**config.mk**
```make
export PLATFORM = sky130hd
export DESIGN_NAME = sprite_mask_engine_flat
export DESIGN_NICKNAME = d
export VERILOG_FILES = /design/src/rtl/sprite_mask_engine_if.sv /design/src/rtl/sprite_mask_engine.sv /design/src/flat_wrapper.sv
export SDC_FILE = /design/constraint.sdc
export NUM_CORES = 2
export LEC_CHECK = 0
export CAP_MARGIN = 0
export CORE_ASPECT_RATIO = 0.75
export CORE_MARGIN = 2
export CORE_UTILIZATION = 45
export CTS_BUF_LIST = sky130_fd_sc_hd__clkbuf_2
export CTS_CLUSTER_DIAMETER = 200
export DETAILED_ROUTE_END_ITERATION = 12
export DONT_BUFFER_PORTS = 1
export SLEW_MARGIN = 30
export SYNTH_ARGS = -nofsm -noshare
export SYNTH_HDL_FRONTEND = slang
export SYNTH_SLANG_ARGS = --single-unit
```
**constraint.sdc**
```tcl
create_clock -name Clock -period 15.65 [get_ports Clock]
set_input_delay 1.565 -clock Clock [delete_from_list [all_inputs] [get_ports Clock]]
set_output_delay 1.565 -clock Clock [all_outputs]
set_load 0.01 [all_outputs]
```
**src/rtl/sprite_mask_engine_if.sv**
```systemverilog
// Bus bundle between the VGA front end / mask loader and the sprite mask engine.
// The engine takes the slave view; the driving logic takes the master view.
interface sprite_mask_engine_if #(
   parameter int SPR_W   = 16,
   parameter int SPR_H   = 16,
   parameter int N_SPR   = 4,
   parameter int COORD_W = 10
);
   localparam int AW = $clog2(SPR_W * SPR_H);
   localparam int IW = (N_SPR > 1) ? $clog2(N_SPR) : 1;

   logic                oReady;
   logic                iWrEn;
   logic [IW-1:0]       iWrSprite;
   logic [AW-1:0]       iWrAddr;
   logic                iWrData;
   logic                iPosEn;
   logic [IW-1:0]       iPosSprite;
   logic [COORD_W-1:0]  iPosX;
   logic [COORD_W-1:0]  iPosY;
   logic [1:0]          iPosFlip;
   logic [N_SPR-1:0]    iSprEnable;
   logic [COORD_W-1:0]  iPixelX;
   logic [COORD_W-1:0]  iPixelY;
   logic                iPixelValid;
   logic                oValid;
   logic                oHit;
   logic [IW-1:0]       oSprId;

   modport slave (
      output oReady, oValid, oHit, oSprId,
      input  iWrEn, iWrSprite, iWrAddr, iWrData,
      input  iPosEn, iPosSprite, iPosX, iPosY, iPosFlip,
      input  iSprEnable, iPixelX, iPixelY, iPixelValid
   );

   modport master (
      input  oReady, oValid, oHit, oSprId,
      output iWrEn, iWrSprite, iWrAddr, iWrData,
      output iPosEn, iPosSprite, iPosX, iPosY, iPosFlip,
      output iSprEnable, iPixelX, iPixelY, iPixelValid
   );
endinterface

```
**src/rtl/sprite_mask_engine.sv**
```systemverilog
// Multi-sprite 1-bit mask engine. After reset every mask bit is swept to zero,
// then each pixel coordinate is tested against all sprites in a 2-stage pipeline:
// stage 1 does the box test and flip addressing, stage 2 reads the masks and
// resolves the lowest-index hit.
module sprite_mask_engine #(
   parameter int SPR_W   = 16,
   parameter int SPR_H   = 16,
   parameter int N_SPR   = 4,
   parameter int COORD_W = 10
) (
   input  logic                 Clock,
   input  logic                 Reset,
   sprite_mask_engine_if.slave  bus
);
   localparam int CB = $clog2(SPR_W);
   localparam int RB = $clog2(SPR_H);
   localparam int AW = CB + RB;
   localparam int IW = (N_SPR > 1) ? $clog2(N_SPR) : 1;
   localparam int DW = COORD_W + 1;
   localparam int MW = SPR_W * SPR_H;

   typedef enum logic [0:0] {
      ST_CLEAR = 1'b0,
      ST_RUN   = 1'b1
   } state_t;

   state_t              r_state;
   state_t              w_state_nxt;
   logic                w_clr_active;
   logic                w_run;
   logic                w_clr_last;
   logic [IW-1:0]       r_clr_spr;
   logic [AW-1:0]       r_clr_addr;
   logic                r_ready;

   logic                w_wr_ok;
   logic                w_pos_ok;
   logic                w_mem_we;
   logic [IW-1:0]       w_mem_spr;
   logic [AW-1:0]       w_mem_addr;
   logic                w_mem_wd;
   logic [MW-1:0]       r_mem [N_SPR];

   logic [COORD_W-1:0]  r_pos_x [N_SPR];
   logic [COORD_W-1:0]  r_pos_y [N_SPR];
   logic [1:0]          r_flip  [N_SPR];

   logic [DW-1:0]       w_dx    [N_SPR];
   logic [DW-1:0]       w_dy    [N_SPR];
   logic [CB-1:0]       w_col   [N_SPR];
   logic [RB-1:0]       w_row   [N_SPR];
   logic [AW-1:0]       w_addr  [N_SPR];
   logic [N_SPR-1:0]    w_inbox;

   logic                r_s1_valid;
   logic [N_SPR-1:0]    r_s1_inbox;
   logic [AW-1:0]       r_s1_addr [N_SPR];

   logic [N_SPR-1:0]    w_mask;
   logic                w_hit;
   logic [IW-1:0]       w_id;
   logic                r_valid;
   logic                r_hit;
   logic [IW-1:0]       r_id;

   assign w_clr_last = (r_clr_spr == IW'(N_SPR - 1)) && (r_clr_addr == {AW{1'b1}});

   // FSM state register
   always_ff @(posedge Clock or negedge Reset) begin
      if (!Reset) begin
         r_state <= ST_CLEAR;
      end else begin
         r_state <= w_state_nxt;
      end
   end

   // FSM next state: leave CLEAR once the last mask bit is being zeroed, RUN is sticky
   always_comb begin
      w_state_nxt = r_state;
      case (r_state)
         ST_CLEAR: begin
            if (w_clr_last) begin
               w_state_nxt = ST_RUN;
            end else begin
               w_state_nxt = ST_CLEAR;
            end
         end
         ST_RUN:   w_state_nxt = ST_RUN;
         default:  w_state_nxt = ST_CLEAR;
      endcase
   end

   // FSM outputs: clear sweep enable and run qualifier
   always_comb begin
      w_clr_active = 1'b0;
      w_run        = 1'b0;
      case (r_state)
         ST_CLEAR: w_clr_active = 1'b1;
         ST_RUN:   w_run        = 1'b1;
         default: begin
            w_clr_active = 1'b0;
            w_run        = 1'b0;
         end
      endcase
   end

   // Clear sweep counter: walks {sprite, address} one bit per cycle
   always_ff @(posedge Clock or negedge Reset) begin
      if (!Reset) begin
         r_clr_spr  <= '0;
         r_clr_addr <= '0;
      end else if (w_clr_active) begin
         if (r_clr_addr == {AW{1'b1}}) begin
            r_clr_addr <= '0;
            r_clr_spr  <= r_clr_spr + IW'(1);
         end else begin
            r_clr_addr <= r_clr_addr + AW'(1);
         end
      end
   end

   // Ready flag registered from the next state so it rises together with RUN
   always_ff @(posedge Clock or negedge Reset) begin
      if (!Reset) begin
         r_ready <= 1'b0;
      end else begin
         r_ready <= (w_state_nxt == ST_RUN);
      end
   end

   // Host writes/loads are honoured only in RUN and only for existing sprites
   assign w_wr_ok  = w_run & bus.iWrEn  & ({1'b0, bus.iWrSprite}  < (IW + 1)'(N_SPR));
   assign w_pos_ok = w_run & bus.iPosEn & ({1'b0, bus.iPosSprite} < (IW + 1)'(N_SPR));

   // Mask write port select: clear sweep owns the port in CLEAR, host in RUN
   always_comb begin
      w_mem_we   = 1'b0;
      w_mem_spr  = '0;
      w_mem_addr = '0;
      w_mem_wd   = 1'b0;
      if (w_clr_active) begin
         w_mem_we   = 1'b1;
         w_mem_spr  = r_clr_spr;
         w_mem_addr = r_clr_addr;
         w_mem_wd   = 1'b0;
      end else if (w_wr_ok) begin
         w_mem_we   = 1'b1;
         w_mem_spr  = bus.iWrSprite;
         w_mem_addr = bus.iWrAddr;
         w_mem_wd   = bus.iWrData;
      end else begin
         w_mem_we   = 1'b0;
      end
   end

   // Mask storage; contents are defined by the clear sweep, not by reset
   always_ff @(posedge Clock) begin
      for (int s = 0; s < N_SPR; s++) begin
         if (w_mem_we && (w_mem_spr == IW'(s))) begin
            r_mem[s][w_mem_addr] <= w_mem_wd;
         end
      end
   end

   // Per-sprite position and flip registers
   always_ff @(posedge Clock or negedge Reset) begin
      if (!Reset) begin
         for (int s = 0; s < N_SPR; s++) begin
            r_pos_x[s] <= '0;
            r_pos_y[s] <= '0;
            r_flip[s]  <= 2'b00;
         end
      end else begin
         for (int s = 0; s < N_SPR; s++) begin
            if (w_pos_ok && (bus.iPosSprite == IW'(s))) begin
               r_pos_x[s] <= bus.iPosX;
               r_pos_y[s] <= bus.iPosY;
               r_flip[s]  <= bus.iPosFlip;
            end
         end
      end
   end

   // Stage 1 combinational: box test with one extra bit so off-screen parts never wrap
   always_comb begin
      w_inbox = '0;
      for (int s = 0; s < N_SPR; s++) begin
         w_dx[s]    = {1'b0, bus.iPixelX} - {1'b0, r_pos_x[s]};
         w_dy[s]    = {1'b0, bus.iPixelY} - {1'b0, r_pos_y[s]};
         w_inbox[s] = bus.iSprEnable[s]
                    & (bus.iPixelX >= r_pos_x[s]) & (w_dx[s] < DW'(SPR_W))
                    & (bus.iPixelY >= r_pos_y[s]) & (w_dy[s] < DW'(SPR_H));
         // Power-of-two sizes make SIZE-1-d the bitwise complement of d
         w_col[s]   = r_flip[s][0] ? ~w_dx[s][CB-1:0] : w_dx[s][CB-1:0];
         w_row[s]   = r_flip[s][1] ? ~w_dy[s][RB-1:0] : w_dy[s][RB-1:0];
         w_addr[s]  = {w_row[s], w_col[s]};
      end
   end

   // Stage 1 registers; pixels arriving outside RUN are dropped here
   always_ff @(posedge Clock or negedge Reset) begin
      if (!Reset) begin
         r_s1_valid <= 1'b0;
         r_s1_inbox <= '0;
         for (int s = 0; s < N_SPR; s++) begin
            r_s1_addr[s] <= '0;
         end
      end else begin
         r_s1_valid <= w_run & bus.iPixelValid;
         r_s1_inbox <= w_inbox & {N_SPR{w_run & bus.iPixelValid}};
         for (int s = 0; s < N_SPR; s++) begin
            r_s1_addr[s] <= w_addr[s];
         end
      end
   end

   // Stage 2 combinational: mask lookup (read-before-write) and lowest-index priority
   always_comb begin
      w_mask = '0;
      w_hit  = 1'b0;
      w_id   = '0;
      for (int s = 0; s < N_SPR; s++) begin
         w_mask[s] = r_mem[s][r_s1_addr[s]] & r_s1_inbox[s];
      end
      for (int s = N_SPR - 1; s >= 0; s--) begin
         if (w_mask[s]) begin
            w_hit = 1'b1;
            w_id  = IW'(s);
         end else begin
            w_hit = w_hit;
            w_id  = w_id;
         end
      end
   end

   // Stage 2 output registers; hit and id are forced low for empty slots
   always_ff @(posedge Clock or negedge Reset) begin
      if (!Reset) begin
         r_valid <= 1'b0;
         r_hit   <= 1'b0;
         r_id    <= '0;
      end else begin
         r_valid <= r_s1_valid;
         r_hit   <= r_s1_valid & w_hit;
         r_id    <= (r_s1_valid & w_hit) ? w_id : '0;
      end
   end

   assign bus.oReady = r_ready;
   assign bus.oValid = r_valid;
   assign bus.oHit   = r_hit;
   assign bus.oSprId = r_id;

endmodule

```
**src/flat_wrapper.sv**
```systemverilog
// flat-port wrapper written by rule: the top's interface ports become plain ports
module sprite_mask_engine_flat 
#(
   parameter int SPR_W   = 16,
   parameter int SPR_H   = 16,
   parameter int N_SPR   = 4,
   parameter int COORD_W = 10
)
  (Clock, Reset, bus_oReady, bus_oValid, bus_oHit, bus_oSprId, bus_iWrEn, bus_iWrSprite, bus_iWrAddr, bus_iWrData, bus_iPosEn, bus_iPosSprite, bus_iPosX, bus_iPosY, bus_iPosFlip, bus_iSprEnable, bus_iPixelX, bus_iPixelY, bus_iPixelValid);
  sprite_mask_engine_if #(.SPR_W(SPR_W), .SPR_H(SPR_H), .N_SPR(N_SPR), .COORD_W(COORD_W)) bus_i ();
  input  logic Clock;
  input  logic Reset;
  output wire logic [$bits(bus_i.oReady)-1:0] bus_oReady;
  output wire logic [$bits(bus_i.oValid)-1:0] bus_oValid;
  output wire logic [$bits(bus_i.oHit)-1:0] bus_oHit;
  output wire logic [$bits(bus_i.oSprId)-1:0] bus_oSprId;
  input wire logic [$bits(bus_i.iWrEn)-1:0] bus_iWrEn;
  input wire logic [$bits(bus_i.iWrSprite)-1:0] bus_iWrSprite;
  input wire logic [$bits(bus_i.iWrAddr)-1:0] bus_iWrAddr;
  input wire logic [$bits(bus_i.iWrData)-1:0] bus_iWrData;
  input wire logic [$bits(bus_i.iPosEn)-1:0] bus_iPosEn;
  input wire logic [$bits(bus_i.iPosSprite)-1:0] bus_iPosSprite;
  input wire logic [$bits(bus_i.iPosX)-1:0] bus_iPosX;
  input wire logic [$bits(bus_i.iPosY)-1:0] bus_iPosY;
  input wire logic [$bits(bus_i.iPosFlip)-1:0] bus_iPosFlip;
  input wire logic [$bits(bus_i.iSprEnable)-1:0] bus_iSprEnable;
  input wire logic [$bits(bus_i.iPixelX)-1:0] bus_iPixelX;
  input wire logic [$bits(bus_i.iPixelY)-1:0] bus_iPixelY;
  input wire logic [$bits(bus_i.iPixelValid)-1:0] bus_iPixelValid;
  assign bus_oReady = bus_i.oReady;
  assign bus_oValid = bus_i.oValid;
  assign bus_oHit = bus_i.oHit;
  assign bus_oSprId = bus_i.oSprId;
  assign bus_i.iWrEn = bus_iWrEn;
  assign bus_i.iWrSprite = bus_iWrSprite;
  assign bus_i.iWrAddr = bus_iWrAddr;
  assign bus_i.iWrData = bus_iWrData;
  assign bus_i.iPosEn = bus_iPosEn;
  assign bus_i.iPosSprite = bus_iPosSprite;
  assign bus_i.iPosX = bus_iPosX;
  assign bus_i.iPosY = bus_iPosY;
  assign bus_i.iPosFlip = bus_iPosFlip;
  assign bus_i.iSprEnable = bus_iSprEnable;
  assign bus_i.iPixelX = bus_iPixelX;
  assign bus_i.iPixelY = bus_iPixelY;
  assign bus_i.iPixelValid = bus_iPixelValid;
  sprite_mask_engine #(.SPR_W(SPR_W), .SPR_H(SPR_H), .N_SPR(N_SPR), .COORD_W(COORD_W)) u_core (.Clock(Clock), .Reset(Reset), .bus(bus_i));
endmodule
```
==> qor.tcl <==
set qor(worst_pin_slew_ns) 1.11
set qor(worst-r2r-setup-slack_ns) 11.36
set qor(synth-edff-count) 1024
set qor(synth.ff_latch_count) 1164
set qor(yosysMostFrequentCell) {sky130_fd_sc_hd__nor2_1}
set qor(cts_max_level) 5
set qor(synthesis.instances) 3916
set qor(r2r.worst_path.cells) 8
set qor(vdd_ir_drop_max_mv) 0.0563
set qor(critical_path_class) {flip-flop to flip-flop}
set qor(cts_root_buffer) {sky130_fd_sc_hd__clkbuf_2}
set qor(dieHeight_um) 302
set qor(synthDistinctLibCells) 79
set qor(nNetsFinal) 4158
set qor(path_clk_slew_ns) 0.12
set qor(clock-skew-final_ns) 0.0847
set qor(placeableCoreArea_sq_um) 117000
set qor(maxCapViolCount) 0
set qor(cts_num_sinks) 1164
set qor(synth_seq_area_share_pct) 64.5
set qor(slew_headroom_pct) 25.6
set qor(layout.cells.non_filler) 5745
set qor(finalCritPeriodShare_pct) 27.4
set qor(synth.top_cell.area_share_pct) 57.9
set qor(synthTopCellsByCount) {sky130_fd_sc_hd__nor2_1 (1086), sky130_fd_sc_hd__edfxtp_1 (1024), sky130_fd_sc_hd__mux4_2 (247), sky130_fd_sc_hd__clkbuf_1 (211), sky130_fd_sc_hd__nand2_1 (204)}
set qor(hold_start) {bus_iPosFlip[0]}
set qor(path_max_fanout) 40
set qor(clock_tree_from_tritoncts) {yes}
set qor(yosysWarnings) 0
set qor(cellPowerDensity_nw_per_um2) 97.4
set qor(synthesis.area_sq_um) 53100
set qor(clockBufferDepth) 4
set qor(unrepaired_setup_endpoints_after_global_routing) {no}
set qor(worstReg2RegEnd) {u_core.bus.oHit}
set qor(grt_max_degree) 253
set qor(crit_path_end_kind) {flip-flop}
set qor(post_synth.cell_area_avg_sq_um) 13.6
set qor(fmax_mhz) 233
set qor(min_to) {u_core.r_flip[4]}
set qor(vias) 32800
set qor(synth_top_cells_by_area) {sky130_fd_sc_hd__edfxtp_1 (58%), sky130_fd_sc_hd__mux4_2 (10%), sky130_fd_sc_hd__nor2_1 (7.7%)}
set qor(cp_data_required_time_ns) 17.10
set qor(critPathArrivalTime_ns) 5.74
set qor(setup-tns-final_ns) 0
set qor(fp-row-count) 109
set qor(synth_top_area_cell) {sky130_fd_sc_hd__edfxtp_1}
set qor(syn_nets) 4070
set qor(fin_crit_ns) 4.29
set qor(total_leakage_power_nw) 16.1
set qor(routed_wl_um) 136000
set qor(layout.filler_cells) 10400
set qor(finish.utilization_pct) 48.6
set qor(port_buffers) 0
set qor(initial_utilization_pct) 45.2
set qor(drv_slew) 0
set qor(first_global_vias) 32400
set qor(floorplan.die.width_um) 401
set qor(worst_hold_path.num_cells) 1
set qor(regToRegStartpoint) {u_core.r_s1_addr[17]}
set qor(post-dp-hpwl_um) 82200
set qor(total_drc_errors_in_the_routed_layout) 0
set qor(antenna_found_initial) 11
set qor(place.gp.congestion) 0.833
set qor(cts_made_buffers) 300
set qor(cp-start-kind) {flip-flop}
set qor(post_cts_buffers) 0
set qor(multi_input_area_sq_um) 17300
set qor(die_area_sq_um) 121000
set qor(hold_class) {primary input to flip-flop}
set qor(ctsResizeCount) 0
set qor(hold_buffers) 24
set qor(drtPass1Iterations) 5
set qor(drt_iter0_drc) 3467
set qor(clk_latency_ns) 1.56
set qor(fin_hold_ws_ns) 0.163
set qor(run_status) {completed}
set qor(synth_async_sr_flop_share_pct) 12.0
set qor(syn_to_final_growth_pct) 7.46
set qor(io-pin-count) 69
set qor(ff_latch_area_sq_um) 34300
set qor(routedWlPerCell_um) 23.7
set qor(grt_use_total_pct) 22.6
set qor(final_antenna_net_count) 0
set qor(grt_first_pass_wirelength_um) 203000
set qor(finalHoldViolations) 0
set qor(place.detailed.instances) 5229
set qor(drive_gt1_share_pct) 20.5
set qor(globalRouteOverflowTotal) 0
set qor(via_per_inst) 5.70
set qor(setup_viol_count_final) 0
set qor(synth_top_flop_cell) {sky130_fd_sc_hd__edfxtp_1}
## logic make-up after synthesis
family | share of synthesized area [%]
and+or+nand+nor | 11.7
buffers and inverters | 3.13
DFF | 64.5
xor gates and xnor gates | 1.32
AOI/OAI and AO/OA | 3.82
muxes | 13.4
adders and majority gates | 2.23
## cells in the final DEF (no fill, tap or decap), types with 11 or more instances in the layout
cell type	n
sky130_fd_sc_hd__edfxtp_1	1024
sky130_fd_sc_hd__nand2_2	14
sky130_fd_sc_hd__nand3_1	37
sky130_fd_sc_hd__o22ai_1	19
sky130_fd_sc_hd__nor3_1	34
sky130_fd_sc_hd__a31oi_1	20
sky130_fd_sc_hd__clkbuf_2	430
sky130_fd_sc_hd__o21a_1	15
sky130_fd_sc_hd__mux2i_1	50
sky130_fd_sc_hd__xor2_1	21
sky130_fd_sc_hd__ha_1	82
sky130_fd_sc_hd__nor2b_1	45
sky130_fd_sc_hd__o21ai_0	76
sky130_fd_sc_hd__nor2_1	1085
sky130_fd_sc_hd__a21o_1	11
sky130_fd_sc_hd__nand2b_1	24
sky130_fd_sc_hd__mux2_2	78
sky130_fd_sc_hd__o211ai_1	13
sky130_fd_sc_hd__dlygate4sd3_1	23
sky130_fd_sc_hd__inv_1	107
sky130_fd_sc_hd__clkinv_1	38
sky130_fd_sc_hd__a22oi_1	20
sky130_fd_sc_hd__xnor2_1	59
sky130_fd_sc_hd__nand2_1	189
sky130_fd_sc_hd__dfrtp_1	128
sky130_fd_sc_hd__a21oi_1	36
sky130_fd_sc_hd__buf_4	39
sky130_fd_sc_hd__nand4_1	15
sky130_fd_sc_hd__mux4_2	247
## report_power, final
part	switching [mW]	internal, mW
sequential	0.0293	3.33
clock	1.22	0.786
combinational	0.113	0.0809
## worst max path at each step
stage	start	end	slack, ns	depth (start not counted)
3_5_place_dp	bus_iWrData	u_core.r_mem[1][252]	10.42	4
2_1_floorplan	bus_iWrEn	u_core.r_mem[0][0]	5.40	3
4_1_cts	u_core.r_s1_addr[17]	u_core.bus.oHit	11.30	8
6_report	u_core.r_s1_addr[17]	u_core.bus.oHit	11.36	8
5_1_grt	u_core.r_s1_addr[17]	u_core.bus.oHit	11.22	8
3_3_place_gp	bus_iWrData	u_core.r_mem[1][252]	10.44	4
## worst max-delay path, stage by stage (launching register included)
cell                       delay (ns)
sky130_fd_sc_hd__dfrtp_4         0.81
sky130_fd_sc_hd__buf_4           0.74
sky130_fd_sc_hd__mux4_2          0.61
sky130_fd_sc_hd__mux2_2          0.31
sky130_fd_sc_hd__a211oi_1        0.47
sky130_fd_sc_hd__o31ai_1         0.23
sky130_fd_sc_hd__o311ai_2        0.66
sky130_fd_sc_hd__nand2_1         0.12
sky130_fd_sc_hd__o21a_1          0.18
## registers in the layout, indices dropped and copies added, names as in the netlist
signal	count
u_core.r_s1_addr	32
u_core.bus.oSprId	2
u_core.r_state	1
u_core.r_flip	8
u_core.r_mem	1024
u_core.bus.oValid	1
u_core.r_pos_y	40
u_core.r_s1_inbox	4
u_core.r_s1_valid	1
u_core.r_pos_x	40
u_core.bus.oHit	1
u_core.r_clr_addr	8
u_core.r_clr_spr	2
## layer usage
layer	share of wire [%]	wire length [um]	up-vias	global-route usage, %
li1	-	-	14500	-
met1	45	61500	16700	33.3
met2	43	58800	1281	32.0
met3	9.5	12900	202	6.72
met4	2.1	2920	4	7.17
met5	0.094	128	-	0.663
## metrics by stage
| step | instance area [sq um] | power, mW | setup WS [ns] |
|---|---|---|---|
| final | 57100 | 5.56 | 11.36 |
| after global routing | 57100 | 5.80 | 11.22 |
| after CTS | 56900 | 5.62 | 11.30 |
| after detailed placement | 54200 | 3.61 | 10.42 |
| after global placement | 54200 | 3.61 | 10.44 |
| after floorplan | 53100 | 3.56 | 5.40 |
## final cells by class
class / count / area share, %
inverters: 107 / 0.704
well taps: 1554 / 3.41
flip-flops and latches: 1164 / 60.1
clock buffers: 430 / 3.77
repair buffers: 71 / 1.24
multi-input cells: 2360 / 30.3
clock inverters: 49 / 0.513
diodes: 10 / 0.0438
Note: power is estimated with default switching activity, not from simulation.
